--- config.mk ---
export PLATFORM = sky130hd
export DESIGN_NAME = arbiter_rr_4x4_flat
export DESIGN_NICKNAME = d
export VERILOG_FILES = /design/src/rtl/arbiter_rr_4x4_if.sv /design/src/rtl/arbiter_rr_4x4.sv /design/src/flat_wrapper.sv
export SDC_FILE = /design/constraint.sdc
export NUM_CORES = 1
export LEC_CHECK = 0
export ABC_AREA = 1
export BUFFER_PORTS_ARGS = -buffer_cell sky130_fd_sc_hd__buf_2
export CAP_MARGIN = 20
export CORE_MARGIN = 1.5
export CORE_UTILIZATION = 44
export DETAILED_ROUTE_END_ITERATION = 8
export PLACE_DENSITY = 0.78
export SYNTH_ARGS = -nofsm -noshare
export SYNTH_HDL_FRONTEND = slang
export SYNTH_SLANG_ARGS = --single-unit
export TNS_END_PERCENT = 30
--- constraint.sdc ---
create_clock -name clk -period 1.9 [get_ports clk]
set_input_delay 0.475 -clock clk [delete_from_list [all_inputs] [get_ports clk]]
set_output_delay 0.475 -clock clk [all_outputs]
set_load 0.01 [all_outputs]
--- src/rtl/arbiter_rr_4x4_if.sv ---
// Signal bundle between the round-robin arbiter and the two FIFO banks.
// master is the arbiter side; slave is the FIFO-bank side.
interface arbiter_rr_4x4_if #(
  parameter int unsigned WORD_SIZE = 6
);
  logic [WORD_SIZE-1:0] data_in0;
  logic [WORD_SIZE-1:0] data_in1;
  logic [WORD_SIZE-1:0] data_in2;
  logic [WORD_SIZE-1:0] data_in3;
  logic                 fifo_empty0;
  logic                 fifo_empty1;
  logic                 fifo_empty2;
  logic                 fifo_empty3;
  logic                 almost_full0;
  logic                 almost_full1;
  logic                 almost_full2;
  logic                 almost_full3;
  logic                 pop0;
  logic                 pop1;
  logic                 pop2;
  logic                 pop3;
  logic                 push0;
  logic                 push1;
  logic                 push2;
  logic                 push3;
  logic [WORD_SIZE-1:0] data_out;
  logic                 idle;

  modport master (
    input  data_in0, data_in1, data_in2, data_in3,
    input  fifo_empty0, fifo_empty1, fifo_empty2, fifo_empty3,
    input  almost_full0, almost_full1, almost_full2, almost_full3,
    output pop0, pop1, pop2, pop3,
    output push0, push1, push2, push3,
    output data_out, idle
  );

  modport slave (
    output data_in0, data_in1, data_in2, data_in3,
    output fifo_empty0, fifo_empty1, fifo_empty2, fifo_empty3,
    output almost_full0, almost_full1, almost_full2, almost_full3,
    input  pop0, pop1, pop2, pop3,
    input  push0, push1, push2, push3,
    input  data_out, idle
  );
endinterface

--- src/rtl/arbiter_rr_4x4.sv ---
// Round-robin pop arbiter between four input FIFOs and four output FIFOs;
// each popped word is pushed two cycles later to the FIFO named by its two MSBs.
module arbiter_rr_4x4 #(
  parameter int unsigned WORD_SIZE = 6
) (
  input logic              clk,
  input logic              reset_L,
  arbiter_rr_4x4_if.master bus
);

  logic [WORD_SIZE-1:0] din_w [4];
  logic [3:0]           empty_w;
  logic [3:0]           afull_w;
  logic                 stall_w;

  assign din_w[0] = bus.data_in0;
  assign din_w[1] = bus.data_in1;
  assign din_w[2] = bus.data_in2;
  assign din_w[3] = bus.data_in3;
  assign empty_w  = {bus.fifo_empty3, bus.fifo_empty2, bus.fifo_empty1, bus.fifo_empty0};
  assign afull_w  = {bus.almost_full3, bus.almost_full2, bus.almost_full1, bus.almost_full0};
  assign stall_w  = |afull_w;

  // S0: grant
  logic [3:0] pop_q, pop_d;
  logic [3:0] elig_w;
  logic [1:0] last_q, last_d;
  logic [1:0] cand_w;
  logic       found_w;

  // pop_q masks the input popped last cycle: its empty flag has not caught up yet
  always_comb begin
    elig_w  = stall_w ? '0 : (~empty_w & ~pop_q);
    pop_d   = '0;
    last_d  = last_q;
    found_w = 1'b0;
    cand_w  = '0;
    for (int unsigned k = 1; k <= 4; k++) begin
      cand_w = last_q + 2'(k);
      if (!found_w && elig_w[cand_w]) begin
        found_w        = 1'b1;
        pop_d[cand_w]  = 1'b1;
        last_d         = cand_w;
      end
    end
  end

  // S1: remember which input's read data arrives this cycle
  logic       s1_v_q;
  logic [1:0] s1_src_q;
  logic [1:0] pop_idx_w;

  always_comb begin
    pop_idx_w = '0;
    for (int unsigned i = 0; i < 4; i++) begin
      if (pop_q[i]) pop_idx_w = 2'(i);
    end
  end

  // S2: route the selected word
  logic [WORD_SIZE-1:0] sel_w;
  logic [1:0]           dst_w;
  logic [3:0]           push_q, push_d;
  logic [WORD_SIZE-1:0] dout_q, dout_d;
  logic                 idle_q, idle_d;

  assign sel_w = din_w[s1_src_q];
  assign dst_w = sel_w[WORD_SIZE-1 -: 2];

  always_comb begin
    push_d = '0;
    dout_d = dout_q;
    if (s1_v_q) begin
      push_d[dst_w] = 1'b1;
      dout_d        = sel_w;
    end
  end

  // idle drops with a new pop and rises the cycle after the final push
  assign idle_d = ~(|pop_d) & ~(|pop_q) & ~s1_v_q & (&empty_w);

  always_ff @(posedge clk or negedge reset_L) begin
    if (!reset_L) begin
      pop_q    <= '0;
      last_q   <= 2'd3;
      s1_v_q   <= 1'b0;
      s1_src_q <= '0;
      push_q   <= '0;
      dout_q   <= '0;
      idle_q   <= 1'b1;
    end else begin
      pop_q    <= pop_d;
      last_q   <= last_d;
      s1_v_q   <= |pop_q;
      s1_src_q <= pop_idx_w;
      push_q   <= push_d;
      dout_q   <= dout_d;
      idle_q   <= idle_d;
    end
  end

  assign bus.pop0     = pop_q[0];
  assign bus.pop1     = pop_q[1];
  assign bus.pop2     = pop_q[2];
  assign bus.pop3     = pop_q[3];
  assign bus.push0    = push_q[0];
  assign bus.push1    = push_q[1];
  assign bus.push2    = push_q[2];
  assign bus.push3    = push_q[3];
  assign bus.data_out = dout_q;
  assign bus.idle     = idle_q;

endmodule

--- src/flat_wrapper.sv ---
// flat-port wrapper written by rule: the top's interface ports become plain ports
module arbiter_rr_4x4_flat 
#(
  parameter int unsigned WORD_SIZE = 6
)
  (clk, reset_L, bus_data_in0, bus_data_in1, bus_data_in2, bus_data_in3, bus_fifo_empty0, bus_fifo_empty1, bus_fifo_empty2, bus_fifo_empty3, bus_almost_full0, bus_almost_full1, bus_almost_full2, bus_almost_full3, bus_pop0, bus_pop1, bus_pop2, bus_pop3, bus_push0, bus_push1, bus_push2, bus_push3, bus_data_out, bus_idle);
  arbiter_rr_4x4_if #(.WORD_SIZE(WORD_SIZE)) bus_i ();
  input logic clk;
  input logic reset_L;
  input wire logic [$bits(bus_i.data_in0)-1:0] bus_data_in0;
  input wire logic [$bits(bus_i.data_in1)-1:0] bus_data_in1;
  input wire logic [$bits(bus_i.data_in2)-1:0] bus_data_in2;
  input wire logic [$bits(bus_i.data_in3)-1:0] bus_data_in3;
  input wire logic [$bits(bus_i.fifo_empty0)-1:0] bus_fifo_empty0;
  input wire logic [$bits(bus_i.fifo_empty1)-1:0] bus_fifo_empty1;
  input wire logic [$bits(bus_i.fifo_empty2)-1:0] bus_fifo_empty2;
  input wire logic [$bits(bus_i.fifo_empty3)-1:0] bus_fifo_empty3;
  input wire logic [$bits(bus_i.almost_full0)-1:0] bus_almost_full0;
  input wire logic [$bits(bus_i.almost_full1)-1:0] bus_almost_full1;
  input wire logic [$bits(bus_i.almost_full2)-1:0] bus_almost_full2;
  input wire logic [$bits(bus_i.almost_full3)-1:0] bus_almost_full3;
  output wire logic [$bits(bus_i.pop0)-1:0] bus_pop0;
  output wire logic [$bits(bus_i.pop1)-1:0] bus_pop1;
  output wire logic [$bits(bus_i.pop2)-1:0] bus_pop2;
  output wire logic [$bits(bus_i.pop3)-1:0] bus_pop3;
  output wire logic [$bits(bus_i.push0)-1:0] bus_push0;
  output wire logic [$bits(bus_i.push1)-1:0] bus_push1;
  output wire logic [$bits(bus_i.push2)-1:0] bus_push2;
  output wire logic [$bits(bus_i.push3)-1:0] bus_push3;
  output wire logic [$bits(bus_i.data_out)-1:0] bus_data_out;
  output wire logic [$bits(bus_i.idle)-1:0] bus_idle;
  assign bus_i.data_in0 = bus_data_in0;
  assign bus_i.data_in1 = bus_data_in1;
  assign bus_i.data_in2 = bus_data_in2;
  assign bus_i.data_in3 = bus_data_in3;
  assign bus_i.fifo_empty0 = bus_fifo_empty0;
  assign bus_i.fifo_empty1 = bus_fifo_empty1;
  assign bus_i.fifo_empty2 = bus_fifo_empty2;
  assign bus_i.fifo_empty3 = bus_fifo_empty3;
  assign bus_i.almost_full0 = bus_almost_full0;
  assign bus_i.almost_full1 = bus_almost_full1;
  assign bus_i.almost_full2 = bus_almost_full2;
  assign bus_i.almost_full3 = bus_almost_full3;
  assign bus_pop0 = bus_i.pop0;
  assign bus_pop1 = bus_i.pop1;
  assign bus_pop2 = bus_i.pop2;
  assign bus_pop3 = bus_i.pop3;
  assign bus_push0 = bus_i.push0;
  assign bus_push1 = bus_i.push1;
  assign bus_push2 = bus_i.push2;
  assign bus_push3 = bus_i.push3;
  assign bus_data_out = bus_i.data_out;
  assign bus_idle = bus_i.idle;
  arbiter_rr_4x4 #(.WORD_SIZE(WORD_SIZE)) u_core (.clk(clk), .reset_L(reset_L), .bus(bus_i));
endmodule
# Word level (Yosys, flattened, before mapping)
# Cells that the tools add are included.
totals:
  n_memories: 0
  word_cells: 88
  latchBits: 0
  inputBits: 34
  mem_bits_ro: 0
  reg_bits: 20
  ram_bits: 0
  out_inout_bits: 15
classes:
  reduce_logical: 17
  n_mul: 0
  shift: 0
  mux: 36
  div: 0
  order_cmp: 11
  addsub: 3
  n_bitwise: 14
  eq_ne: 0
ops:
  columns: ["op", "n"]
  rows:
  - ["$mux W4", 6]
  - ["$lt A2 B3 Y1 const B", 5]
  - ["$mux W1", 13]
  - ["$bmux W6 S2", 1]
  - ["$mux W6", 2]
  - ["$or A4 B4 Y4", 3]
  - ["$reduce_or A4 Y1", 3]
  - ["$demux W1 S2", 5]
  - ["$ge A2 B1 Y1 const B", 5]
  - ["$mux W2", 5]
  - ["$bmux W1 S2", 4]
  - ["$logic_and A1 B1 Y1", 8]
  - ["$not A4 Y4", 2]
  - ["$add A2 B2 Y2 const B", 2]
  - ["$and A4 B4 Y4", 1]
  - ["$not A1 Y1", 4]
  - ["$reduce_and A4 Y1", 1]
  - ["$and A1 B1 Y1", 3]
  - ["$ge A3 B3 Y1 const B", 1]
  - ["$logic_not A1 Y1", 3]
  - ["$not A2 Y3", 1]
  - ["$reduce_bool A3 Y1", 1]
  - ["$add A2 B1 Y2 const B", 1]
  - ["$reduce_and A2 Y1", 1]

# Longest topological paths before layout
logic_depth:
  depth_word: 20
  mapped_depth: 10
  mapped_depth_nobuf: 10

# Worst setup path before layout
# OpenSTA, ideal clock, no wires.
synth_path:
  kind: "register to register"
  from: "reg u_core.last_q[0]"
  to: "reg u_core.last_q[0]"
  period_less_slack_ns: 1.812
  arrival_time_ns: 1.752
  stages_incl_launch_ff: 11
  n_path_buf: 0
  required_ns: 1.840
  setup_time_ns: 0.060
  slack_ns: 0.088
  cell_sequence: "dfstp_2 -> inv_2 -> ha_1 -> inv_1 -> nand3_2 -> nand2_4 -> nor2_8 -> nand2_4 -> nand2_1 -> nand2_1 -> nand2_1"
synth_via:
  elab_chain_cells: 14
  elab_cells_between_ends: 26
  classes_between: "3 x add/sub; 14 x mux; 1 x bitwise; 8 x reduce/logical"
synth_rtl:
  columns: ["item", "line", "rtl"]
  rows:
  - ["start, declared", "arbiter_rr_4x4.sv:27", "logic [1:0] last_q, last_d;"]
  - ["start signal, assigned", "arbiter_rr_4x4.sv:93", "last_q <= last_d;"]
  - ["$add A2 B1 Y2", "arbiter_rr_4x4.sv:39", "cand_w = last_q + 2'(k);"]
  - ["$bmux W1 S2", "arbiter_rr_4x4.sv:40", "if (!found_w && elig_w[cand_w]) begin"]
  - ["$mux W1 (implied by the code)", "arbiter_rr_4x4.sv:40", null]
  - ["$mux W1", "arbiter_rr_4x4.sv:40", null]
  - ["$logic_not A1 Y1", "arbiter_rr_4x4.sv:40", null]
  - ["$logic_and A1 B1 Y1", "arbiter_rr_4x4.sv:40", null]
  - ["$mux W1", "arbiter_rr_4x4.sv:40", null]
  - ["$logic_not A1 Y1", "arbiter_rr_4x4.sv:40", null]
  - ["$logic_and A1 B1 Y1", "arbiter_rr_4x4.sv:40", null]
  - ["$mux W1", "arbiter_rr_4x4.sv:40", null]
  - ["$logic_not A1 Y1", "arbiter_rr_4x4.sv:40", null]
  - ["$logic_and A1 B1 Y1", "arbiter_rr_4x4.sv:40", null]
  - ["$not A1 Y1 (no source line)", null, null]
  - ["$reduce_and A2 Y1 (no source line)", null, null]
# Parallel ways exist; a longest one is shown, timed or not. The select of a mux whose other input is x is not followed.
# A chain may end at the register's enable or synchronous reset.

# Final worst setup path
# Same ends and word-level chain as after synthesis.

==> reports/results.txt <==
Post-Route Setup TNS - 0 ps
Vias per cell - 4.996
Ports - 49
Hold WC Path Type - primary input to async pin
Port bufs - 48
Max-slew headroom - 0.7224
Routability-driven placement congestion ratio - 0.9067
Post-Syn Instances - 176
Core ar. - 3003 µm²
Fin area - 1685 µm²
Ant diodes - 0
Clk sinks - 20
CP Data Required Time - 2150 ps
Vias - 1304
CP max FO - 10
#FFs+latches synth - 20
Share of layout cells above drive strength 1 - 0.3684
Flop pwr share - 0.273
Worst-case vdd ir drop - 0.9632 mV
Worst setup EP type - flop
Filler instances - 280
Routed WL - 2931 µm
Min cycle time layout - 1778 ps
Final setup vio count - 0
Switching Fraction - 0.5077
Placed cell count - 257
H-tree depth - 1
Clock insertion delay at the later pin of the skew report - 300 ps
First-pass GRT wire length - 4864 µm
DP HPWL - 2355 µm
Fmax - 562.5 MHz
P_leak - 0.9184 nW
Final Skew - 5.029 ps
Fin cells - 261
Combinational share of power - 0.656
Kind of critical path - flop to flop
Pwr dens - 1721 nW/µm²
DR pass1 iterations - 4
Largest net degree at the start of global routing - 21
Vias in the first global route - 1145
Die Area - 3446 µm²
Clock share of power - 0.070
Synthesized area - 1365 µm²
Die Wd - 58.70 µm
CTS Buf Count - 3
Reg2reg setup slack - 120 ps
Initial antenna violation count - 0
R2R Path End - u_core.last_q[0]
Cell Area, Placed - 1657 µm²
Final Util - 0.5613
Setup ws final - 122.3 ps
Final Max Tran Viols - 0
Wire per inst - 11.23 µm
CTS Hold Bufs - 0
Post-synthesis average cell area - 7.756 µm²
Status - finished clean
CTS tree - done
RSZ-0062 raised after global routing - no
Post-route ant nets - 0
Seq/Total Area, Yosys - 0.3694
Nets - 271
Chip height - 58.70 µm
Deepest clock path buffer count - 2
CP arrival - 2020 ps
Syn_nets - 218
Period utilization - 0.9356
Startpoint types - flop
Initial core utilization - 0.4546
Sw Pwr - 1.472 mW
Total GRT Usage - 0.1824
Clock slew at reported path FFs - 110 ps
Iter 0 DRT Violations - 49
Reg-to-Reg Start - u_core.last_q[0]
Worst slew pin tran - 416.5 ps
Final hold violations - 0
Max-cap violations - 0
Worst-case reg-to-reg path depth - 10
Int Power - 1.428 mW
Pre-CTS setup slack - 120.2 ps
Synthesis Warnings - 0
Layout area overhead - 23.46%
Root Driver - clkbuf_4
# rows - 20
Yosys cell types - 24
Congestion Overflow GR - 0
# DRC - 0
## timing repair
| item | 4_1_cts | 5_1_grt |
|---|---|---|
| resized for setup | 0 | 1 |
| setup endpoints to repair | 0 | 5 |
| endpoints found under the hold margin | 0 | 0 |
| buffers inserted | 0 | 0 |
## cells in the final DEF, fill, tap and decap left out, types with 2 or more instances in the layout
| cell type | count |
|---|---|
| a31oi_1 | 4 |
| buf_2 | 48 |
| buf_4 | 3 |
| clkbuf_4 | 3 |
| dfrtp_1 | 17 |
| dfstp_2 | 3 |
| ha_1 | 7 |
| inv_1 | 11 |
| inv_2 | 2 |
| nand2_1 | 38 |
| nand2_2 | 6 |
| nand2_4 | 3 |
| nand3_1 | 20 |
| nand3_2 | 9 |
| nand4_1 | 4 |
| nor2_1 | 30 |
| nor2_2 | 2 |
| o21ai_0 | 9 |
## power groups by stage
stage / registers (mW) / logic (mW) / clock network (mW)
2_1_floorplan: 0.841 / 1.39 / 0
3_3_place_gp: 0.801 / 1.86 / 0
3_5_place_dp: 0.802 / 1.89 / 0
4_1_cts: 0.793 / 1.90 / 0.208
5_1_grt: 0.820 / 2.15 / 0.224
6_report: 0.792 / 1.90 / 0.204
## state kept, by name, summed over array words and instances, names as in the netlist
name,flops
u_core.bus.data_out,6
u_core.s1_src_q,2
u_core.s1_v_q,1
u_core.last_q,2
u_core.pop_q,4
u_core.bus.idle,1
u_core.push_q,4
## worst max-delay path, stage by stage (launching register included)
cell	delay, ps
dfstp_2	550
inv_2	90
ha_2	390
inv_1	100
nand3_2	110
nand2_4	90
nor2_8	190
nand2_4	60
nand2_1	60
nand2_1	50
nand2_1	50
## stage by stage
step	power, mW	hold slack [ps]
floorplan	2.226	179.4
detailed placement	2.696	437.9
global route	3.191	125.6
CTS	2.902	105.8
finish	2.900	90.23
global placement	2.665	431.2
## worst max path at each step
stage | slack (ps) | start | depth (start not counted) | to
6_report | 120 | u_core.last_q[0] | 10 | u_core.last_q[0]
5_1_grt | 9 | u_core.last_q[0] | 10 | u_core.last_q[0]
4_1_cts | 90 | u_core.last_q[0] | 10 | u_core.last_q[0]
3_5_place_dp | 120 | u_core.last_q[0] | 10 | u_core.last_q[0]
3_3_place_gp | 160 | u_core.last_q[0] | 10 | u_core.last_q[0]
2_1_floorplan | 90 | u_core.last_q[0] | 10 | u_core.last_q[0]
## cell usage after synthesis
master    number  area (µm²)
nand2_4        3       33.78
buf_2          1       5.000
a31oi_1        4       25.02
a22oi_2        1       12.51
nand2_1       38       142.6
ha_1           8       100.1
a21oi_1        1       5.000
dfstp_2        3       78.83
nor2_2         2       12.51
nand2_2        6       37.54
inv_1         11       41.29
inv_2          2       7.510
nor2_1        30       112.6
nor4_1         1       6.260
clkbuf_1       2       7.510
nand3_4        1       17.52
nor2_8         1       20.02
dfrtp_1       17       425.4
nand4_1        4       25.02
o21a_1         1       7.510
nand3_2        9       90.09
o21ai_0        9       45.04
nand3_1       20       100.1
or2_2          1       6.260
## layer usage
layer  vias to the layer above  routed length [µm]  GRT usage
met5                         -                   0          0
met4                         0                  45    0.07792
met3                         4                 188    0.02637
met2                        47                1402     0.3307
met1                       571                1295     0.2137
li1                        682                   -          -
## cell type report
| cell class | instances | area, µm² | area share |
|---|---|---|---|
| Clock buffer | 4 | 26.28 | 0.01559 |
| Multi-Input combinational cell | 140 | 802.0 | 0.4759 |
| Tap cell | 33 | 41.29 | 0.02450 |
| Sequential cell | 20 | 504.2 | 0.2992 |
| Inverter | 13 | 48.80 | 0.02895 |
| Timing Repair Buffer | 51 | 262.8 | 0.1559 |
## cells by family after synthesis
group / after synthesis / share of synthesized area
AND/OR/NAND/NOR: 116 / 0.4427
buffers and inverters: 16 / 0.04491
adder cells (fa/ha/maj): 8 / 0.07333
flip-flops: 20 / 0.3694
AO/OA/AOI/OAI: 16 / 0.06965
Power figures use the tool's default switching activity.
